--- src/rtl/fpadd_pkg.sv ---
// Shared types and constants for the fpadd round-robin scheduler slice.
package fpadd_pkg;

   localparam int FP_W = 32;

   typedef enum logic [1:0] {
      IDLE  = 2'd0,
      ISSUE = 2'd1,
      WAIT  = 2'd2,
      RESP  = 2'd3
   } state_t;

   // Index width that stays at least one bit wide so a single-port build still has a legal vector.
   function automatic int idxWidth(input int n);
      return (n > 1) ? $clog2(n) : 1;
   endfunction

endpackage

--- src/rtl/fpadd_rr_sched_arb.sv ---
// Combinational round-robin arbiter: first requesting port at or after the pointer wins.
module rr_arbiter #(
   parameter int N     = 4,
   parameter int IDX_W = 2
) (
   input  logic [N-1:0]     i_req,
   input  logic [IDX_W-1:0] i_ptr,
   output logic [N-1:0]     o_grant,
   output logic [IDX_W-1:0] o_idx,
   output logic             o_any
);

   logic [IDX_W-1:0] w_cand;

   // Walk the ports starting at the pointer, wrapping modulo N, and keep the first requester.
   always_comb begin
      o_grant = '0;
      o_idx   = '0;
      o_any   = 1'b0;
      w_cand  = '0;
      for (int k = 0; k < N; k++) begin
         w_cand = IDX_W'((int'(i_ptr) + k) % N);
         if (!o_any && i_req[w_cand]) begin
            o_any           = 1'b1;
            o_grant[w_cand] = 1'b1;
            o_idx           = w_cand;
         end
      end
   end

endmodule

--- src/rtl/fpadd_rr_sched.sv ---
// Shares one multi-cycle fpadd unit among NREQ requesters with round-robin grants and a done timeout.
module fpadd_rr_sched
   import fpadd_pkg::*;
#(
   parameter int NREQ    = 4,
   parameter int TMO_CYC = 64
) (
   input  logic                 clk,
   input  logic                 reset,
   input  logic [NREQ-1:0]      i_req_valid,
   input  logic [FP_W*NREQ-1:0] i_req_a,
   input  logic [FP_W*NREQ-1:0] i_req_b,
   output logic [NREQ-1:0]      o_req_ready,
   output logic [NREQ-1:0]      o_rsp_valid,
   input  logic [NREQ-1:0]      i_rsp_ready,
   output logic [FP_W-1:0]      o_rsp_sum,
   output logic                 o_rsp_err,
   output logic                 o_fa_start,
   output logic [FP_W-1:0]      o_fa_a,
   output logic [FP_W-1:0]      o_fa_b,
   input  logic [FP_W-1:0]      i_fa_sum,
   input  logic                 i_fa_done
);

   localparam int IDX_W = idxWidth(NREQ);
   localparam int TMO_W = $clog2(TMO_CYC) + 1;

   state_t           r_state;
   state_t           w_nextState;
   logic [IDX_W-1:0] r_rrPtr;
   logic [IDX_W-1:0] r_grantIdx;
   logic [TMO_W-1:0] r_tmoCnt;
   logic [FP_W-1:0]  r_faA;
   logic [FP_W-1:0]  r_faB;
   logic [FP_W-1:0]  r_rspSum;
   logic             r_rspErr;

   logic [NREQ-1:0]  w_arbGrant;
   logic [IDX_W-1:0] w_arbIdx;
   logic             w_arbAny;
   logic [IDX_W-1:0] w_nextPtr;
   logic             w_doneSeen;
   logic             w_timeout;

   rr_arbiter #(.N(NREQ), .IDX_W(IDX_W)) u_arb (
      .i_req   (i_req_valid),
      .i_ptr   (r_rrPtr),
      .o_grant (w_arbGrant),
      .o_idx   (w_arbIdx),
      .o_any   (w_arbAny)
   );

   // The first WAIT cycle has a zero count, so a done level left over from the previous op is ignored there.
   assign w_doneSeen = (r_tmoCnt != '0) && i_fa_done;
   assign w_timeout  = (r_tmoCnt == TMO_W'(TMO_CYC - 1));
   assign w_nextPtr  = (w_arbIdx == IDX_W'(NREQ - 1)) ? '0 : (w_arbIdx + IDX_W'(1));

   assign o_rsp_sum = r_rspSum;
   assign o_rsp_err = r_rspErr;
   assign o_fa_a    = r_faA;
   assign o_fa_b    = r_faB;

   // State register.
   always_ff @(posedge clk) begin
      if (reset) r_state <= IDLE;
      else       r_state <= w_nextState;
   end

   // Next-state logic: one op in flight, RESP only leaves on the winner's own rsp_ready.
   always_comb begin
      w_nextState = r_state;
      case (r_state)
         IDLE:    if (w_arbAny) w_nextState = ISSUE;
         ISSUE:   w_nextState = WAIT;
         WAIT:    if (w_doneSeen || w_timeout) w_nextState = RESP;
         RESP:    if (i_rsp_ready[r_grantIdx]) w_nextState = IDLE;
         default: w_nextState = IDLE;
      endcase
   end

   // Output decode: grant is combinational in IDLE, start is a one-cycle pulse, response is one-hot to the winner.
   always_comb begin
      o_req_ready = '0;
      o_rsp_valid = '0;
      o_fa_start  = 1'b0;
      case (r_state)
         IDLE:    o_req_ready = w_arbGrant;
         ISSUE:   o_fa_start = 1'b1;
         RESP:    o_rsp_valid[r_grantIdx] = 1'b1;
         default: ;
      endcase
   end

   // Datapath: operand capture on grant, timeout counting in WAIT, result or error capture on exit from WAIT.
   always_ff @(posedge clk) begin
      if (reset) begin
         r_rrPtr    <= '0;
         r_grantIdx <= '0;
         r_tmoCnt   <= '0;
         r_faA      <= '0;
         r_faB      <= '0;
         r_rspSum   <= '0;
         r_rspErr   <= 1'b0;
      end else begin
         case (r_state)
            IDLE: begin
               if (w_arbAny) begin
                  r_faA      <= i_req_a[FP_W*w_arbIdx +: FP_W];
                  r_faB      <= i_req_b[FP_W*w_arbIdx +: FP_W];
                  r_grantIdx <= w_arbIdx;
                  r_rrPtr    <= w_nextPtr;
               end
            end
            ISSUE: r_tmoCnt <= '0;
            WAIT: begin
               if (w_doneSeen) begin
                  r_rspSum <= i_fa_sum;
                  r_rspErr <= 1'b0;
               end else if (w_timeout) begin
                  r_rspSum <= '0;
                  r_rspErr <= 1'b1;
               end else begin
                  r_tmoCnt <= r_tmoCnt + TMO_W'(1);
               end
            end
            default: ;
         endcase
      end
   end

endmodule

--- config.mk ---
export PLATFORM = sky130hd
export DESIGN_NAME = fpadd_rr_sched
export DESIGN_NICKNAME = d
export VERILOG_FILES = /design/src/rtl/fpadd_pkg.sv /design/src/rtl/fpadd_rr_sched_arb.sv /design/src/rtl/fpadd_rr_sched.sv
export SDC_FILE = /design/constraint.sdc
export NUM_CORES = 1
export LEC_CHECK = 0
export CORE_AREA = 3 3 158 160
export CTS_BUF_LIST = sky130_fd_sc_hd__clkbuf_4
export DETAILED_ROUTE_END_ITERATION = 10
export DIE_AREA = 0 0 161 163
export PLACE_DENSITY = 0.79
export SLEW_MARGIN = 10
export SYNTH_ARGS = -nofsm -noshare
export SYNTH_HDL_FRONTEND = slang
export SYNTH_SLANG_ARGS = --single-unit
--- constraint.sdc ---
create_clock -name clk -period 3.15 [get_ports clk]
set_clock_uncertainty 0.05 [all_clocks]
set_input_delay 0.63 -clock clk [delete_from_list [all_inputs] [get_ports clk]]
set_output_delay 0.63 -clock clk [all_outputs]
set_load 0.02 [all_outputs]
==> results of run 1 <==
==> cells in the mapped netlist, drive strengths merged (2+ instances only) <==
library cell  count
clkbuf           61
nor2            178
mux2              2
o211ai            2
a211oi            3
mux2i             3
o31ai            64
nor3              7
o22ai            65
mux4              4
nand2            68
a21oi            73
xor2              2
dfxtp           110
and3              3
ha               13
nand4b            2
o21ai             5
nor3b             2
buf              44
nand2b            2
or4               2
and3b             2
or2               2
a22oi            37
nor2b             9
nand3             4
inv              71
or4b             64
o311ai           64
a221oi            6
==> power breakdown <==
| part | internal (mW) | switching [mW] |
|---|---|---|
| combinational | 3.40 | 4.08 |
| sequential | 1.73 | 0.198 |
| clock | 0.205 | 0.644 |
| total | 5.33 | 4.92 |
==> state kept, by name, summed over array words and instances, names as in the netlist <==
signal,cells
r_tmoCnt,7
r_state,2
o_fa_b,32
o_rsp_err,1
r_grantIdx,2
o_fa_a,32
o_rsp_sum,32
r_rrPtr,2
==> metal layers <==
metal / vias to the layer above / GRT usage, % / routed length (µm)
met5: - / 0 / 27
li1: 4463 / - / -
met3: 81 / 6.562 / 3484
met4: 4 / 8.799 / 1221
met1: 4661 / 32.05 / 14630
met2: 558 / 44.07 / 18040
==> tightest hold or removal path: cells and delay by family (launching register included) <==
kind,cells,cell delay (ps)
AND/OR/NAND/NOR,1,50
flip-flops,1,380
AO/OA/AOI/OAI,1,60
==> what timing repair did <==
action,in CTS,in global routing
pin swaps,0,8
cloned,0,4
buffers inserted,2,15
gates resized for setup,29,18
endpoints found under the hold margin,0,0
endpoints found under the setup margin,4,65
==> how the worst min path moves through the flow <==
stage | to | from | cells after the start | slack (ps)
2_1_floorplan | r_tmoCnt[5] | r_tmoCnt[5] | 1 | 410
6_report | o_fa_b[24] | o_fa_b[24] | 2 | 440
4_1_cts | o_fa_a[3] | o_fa_a[3] | 2 | 450
5_1_grt | o_fa_a[25] | o_fa_a[25] | 2 | 460
3_5_place_dp | o_fa_b[24] | o_fa_b[24] | 2 | 400
3_3_place_gp | o_fa_a[11] | o_fa_a[11] | 2 | 390
==> cell families (layout without fill, tap and decap cells) <==
logic type,after synthesis,after routing,share of synthesized area (%)
and+or+nand+nor,351,351,23.22
AOI/OAI and AO/OA,328,328,33.94
buffers and inverters,176,580,10.87
DFF,110,110,27.80
adders and majority gates,13,13,2.053
muxes,9,9,1.800
xor gates and xnor gates,3,3,0.3317
other,0,2,0
==> metrics by stage <==
step           util (%)  setup WS [ps]  hold WS, ps  std cells
2_1_floorplan         -          52.48        405.5        990
3_3_place_gp      53.26         -482.5        389.0       1677
3_5_place_dp      53.26         -517.8        401.9       1677
4_1_cts           54.21         -74.27        446.6       1695
5_1_grt           55.36         -183.0        457.7       1714
6_report          55.37         -53.86        443.8       1715
==> layout make-up <==
type / count / area (µm²) / area share, %
Timing Repair Buffer: 493 / 5009 / 38.42
Multi-Input combinational cell: 704 / 4989 / 38.27
Sequential cell: 110 / 2207 / 16.93
Tap cell: 319 / 399.1 / 3.062
Inverter: 71 / 269.0 / 2.064
Clock inverter: 7 / 91.34 / 0.7006
Clock buffer: 9 / 67.56 / 0.5183
Antenna cell: 2 / 5.005 / 0.03839
==> flow_summary.toml, run 1 <==
[cells_and_area]
fillers = 2085
mostFrequentLayoutCells = "clkdlybuf4s50_1, nor2_1, dfxtp_1, a21oi_1, inv_1"
fin_area_mm2 = 0.01304
nets = 1701
layout-drive-gt1-share_pct = 14.78
area_delta_synth_final_pct = 64.55
final_common_cell = "clkdlybuf4s50_1"

[global_routing]
grt_first_pass_wirelength_um = 54560
first_global_vias = 9650
grt_max_degree = 69
antenna_found_initial = 3
grt_overflow = 0
grtUsageTotal_pct = 25.92

[logic_synthesis]
yosys_most_used_dff = "dfxtp_1"
synth-seq-cells = 110
yosys.area.top_type = "dfxtp_1"
syn_nets = 1302
yosysTopAreaCellShare_pct = 27.80
syn_area_mm2 = 0.007923
yosys_warnings = 0
synth_enable_flop_cells = 0
netlist_top_cells_area = "dfxtp_1, o22ai_2, nor2_1, or4b_1, o311ai_1"
synth-seq-area-share_pct = 27.80
syn_inst = 990
synth.avg_cell_area_um2 = 8.003
async_flop_share_pct = 0
synthDistinctLibCells = 58

[place]
gp_congestion = 0.9210
placed_area_mm2 = 0.01254
io_buffers = 404
dp_hpwl_um = 25870

[setup_path]
reg2reg_setup_slack_ps = 50
cp.buffers_inverters = 2
path_max_fanout = 4
worst-setup-path-type = "in2out"
path_cells = "clkdlybuf4s50_1 > mux4_2 > nor2b_4 > a22oi_1 > nor2_1 > a221oi_2 > nor2b_2 > buf_2"
timing.rr.end = "o_fa_a[30]"
critical_path_arrival_ps = 2520
cp-startpoint = "i_req_valid[3]"
ff2ff_path_depth = 10
start_kind = "input pin"
path_depth = 8
required_ps = 2470
crit_path_end_kind = "output pin"
critical-path-slowest-cell = "mux4_2"
crit_end = "o_req_ready[0]"
max_stage_delay_ps = 500
regToRegStartpoint = "r_rrPtr[0]"
cp_top_family = "buffers and inverters"

[clocking]
cts_buffers = 9
clk_pin_slew_ps = 220
clk_latency_ps = 510
clock_sinks = 110
cts-root-buf = "clkbuf_4"
postCtsHoldBufs = 0
h-tree-depth = 3
clk_path_buf_depth = 2
cts_tree = "done"

[drt]
drt-initial-drc-count = 973
drt_wl_total_um = 37400
avgViaCountPerCell = 5.695
post_drt_wl_per_cell_um = 21.81
vias = 9767
drc = 0
drtPass1Iterations = 5
ant_nets = 0

[die]
io_pins = 405
die_x_um = 161
initial_core_util_pct = 33.65
die_y_um = 163
fp-row-count = 56
dieArea_mm2 = 0.02624
core-area_mm2 = 0.02354

[power_and_ir_drop]
p_per_area_mw_per_mm2 = 786.2
peakVddDrop_v = 0.0005144
power_leakage_nw = 5.027
total_power_mw = 10.25

[timing]
finalMaxSlewViolations = 0
finalHoldViolCount = 0
final-setup-viol-count = 3
fin_setup_tns_ps = -87.44
rsz0062_at_grt = "yes"
max-slew-margin-rel_pct = 44.84
max_freq_mhz = 312.1
period_minus_slack_ps = 3204
tightest_slew_ps = 827.4
fin_ws_ps = -53.86
post-route-period-util_pct = 101.7

[run_status]
status = "finished with violations"
violations = "setup timing"

[min_path]
hold_path_class = "reg2reg"

[flow_run]
drv_cap = 0
Power figures use the tool's default switching activity.
==> run 2, diff against run 1 <==
- CAP_MARGIN: default -> 20
- PLACE_DENSITY: 0.79 -> 0.77
- clock period: 3.15 -> 3.9 ns (I/O delays scaled with it)
==> run 2 against run 1 <==
  * The flow now finishes without violations
  * Clock power decreased by 20%
  * Power down 28%
  * Worst setup slack gained 220 ps
  * Clock-buffer cell count unchanged
  * Critical path type unchanged
  * Largest power group unchanged
  * Highest routed layer unchanged
==> flow_summary.toml, run 2 (synthesis gave the netlist of run 1 again) <==
[global_routing]
grt_max_degree = 67
grt_first_pass_wirelength_um = 53280
grtUsageTotal_pct = 25.19
antenna_found_initial = 5
grt_overflow = 0
first_global_vias = 9386

[place]
io_buffers = 404
post-place-ws_ps = -93.23
gp_congestion = 0.8605
dp_hpwl_um = 24480

[die]
initial_core_util_pct = 33.65
die_y_um = 163
dieArea_mm2 = 0.02624
fp-row-count = 56
core-area_mm2 = 0.02354
die_x_um = 161
io_pins = 405

[setup_path]
timing.rr.end = "o_fa_a[15]"
regToRegStartpoint = "r_rrPtr[0]"
start_kind = "input pin"
reg2reg_setup_slack_ps = 690
required_ps = 3070
crit_path_end_kind = "output pin"
path_cells = "clkdlybuf4s50_1 > buf_4 > mux4_2 > nor2b_4 > a22oi_1 > nor2_1 > a221oi_1 > nor2b_1 > dlygate4sd2_1"
ff2ff_path_depth = 9
critical_path_arrival_ps = 2910
worst-setup-path-type = "in2out"
cp.buffers_inverters = 3
cp_top_family = "buffers and inverters"
max_stage_delay_ps = 550
critical-path-slowest-cell = "mux4_2"
path_max_fanout = 7

[timing]
fin_ws_ps = 161.3
max_freq_mhz = 267.5
max-slew-margin-rel_pct = 44.71
post-route-period-util_pct = 95.86
final-setup-viol-count = 0
tightest_slew_ps = 829.4
finalMaxSlewViolations = 0
finalHoldViolCount = 0
rsz0062_at_grt = "no"
period_minus_slack_ps = 3739

[cells_and_area]
nets = 1656
layout-drive-gt1-share_pct = 10.23
area_delta_synth_final_pct = 56.98
post-route-util_pct = 52.83
mostFrequentLayoutCells = "clkdlybuf4s50_1, nor2_1, dfxtp_1, a21oi_1, inv_1"
final_common_cell = "clkdlybuf4s50_1"

[clocking]
cts_buffers = 9
cts-root-buf = "clkbuf_4"
h-tree-depth = 3
clk_latency_ps = 510
postCtsHoldBufs = 0
clk_path_buf_depth = 2
clock_sinks = 110
clk_pin_slew_ps = 180
cts_tree = "done"

[drt]
vias = 9291
avgViaCountPerCell = 5.557
drt_wl_total_um = 34680
ant_nets = 0
drc = 0
drt-initial-drc-count = 828
post_drt_wl_per_cell_um = 20.74
drtPass1Iterations = 5

[run_status]
status = "finished clean"

[min_path]
hold_depth = 2
min_to = "o_fa_a[13]"
min-delay-start = "o_fa_a[13]"
hold_path_class = "reg2reg"

[power_and_ir_drop]
p_per_area_mw_per_mm2 = 594.8
peakVddDrop_v = 0.0005470
power_leakage_nw = 4.719

[flow_run]
drv_cap = 0
[run 2: worst register-to-register path, stage by stage (launching register included)]
cell      delay [ps]
dfxtp_4          390
buf_4            190
mux4_4           790
buf_4            210
buf_4            230
or4_4            610
buf_12           210
o22ai_2          180
or4b_1           130
o311ai_1         100
[run 2: layout make-up]
cell class	count	area, µm²
repair buffers	448	4507
inverters	71	266.5
multi-input cells	704	4900
flip-flops and latches	110	2206
well taps	319	399.1
fillers	2188	11110
clock buffers	9	67.56
clock inverters	7	81.33
diodes	4	10.01
[run 2: worst max path at each step]
stage                   startpoint             end  slack [ps]  cells after the start
finish              i_req_valid[2]  o_req_ready[1]         160                      9
global route        i_req_valid[2]  o_req_ready[1]          30                      9
CTS                     r_rrPtr[0]  o_req_ready[1]         100                     10
detailed placement  i_req_valid[2]  o_req_ready[1]         -90                      9
global placement    i_req_valid[2]  o_req_ready[0]         -30                      8
floorplan               r_rrPtr[0]  o_req_ready[0]         450                     12
[run 2: report_power, final]
part	switching (mW)	total (mW)	internal, mW	leakage, nW
clock network	0.470	0.675	0.206	0.0780
registers	0.149	1.54	1.39	0.902
logic	2.99	5.18	2.19	3.74
total	3.61	7.40	3.79	4.72
[run 2: what timing repair did]
item,CTS,global route
setup buffers,0,1
resized for setup,4,0
setup endpoints to repair,4,4
pin swaps,0,0
[run 2: metrics by stage]
| stage | hold WS, ps | total power, mW | area [µm²] | setup TNS [ps] | std cells |
|---|---|---|---|---|---|
| after CTS | 441.5 | 7.415 | 12400 | 0 | 1666 |
| final | 436.6 | 7.397 | 12440 | 0 | 1672 |
| after global placement | 390.3 | 6.637 | 12260 | -67.45 | 1650 |
| after global routing | 468.2 | 7.865 | 12440 | 0 | 1672 |
| after detailed placement | 401.1 | 6.727 | 12260 | -322.5 | 1650 |
| after floorplan | 405.5 | 4.942 | 7923 | 0 | 990 |
[run 2: per-layer routing]
layer	GRT usage [%]	part of all wire, %
met1	29.32	39
met2	42.95	48
met3	8.342	9.2
met4	9.894	3.5
met5	0	0.032
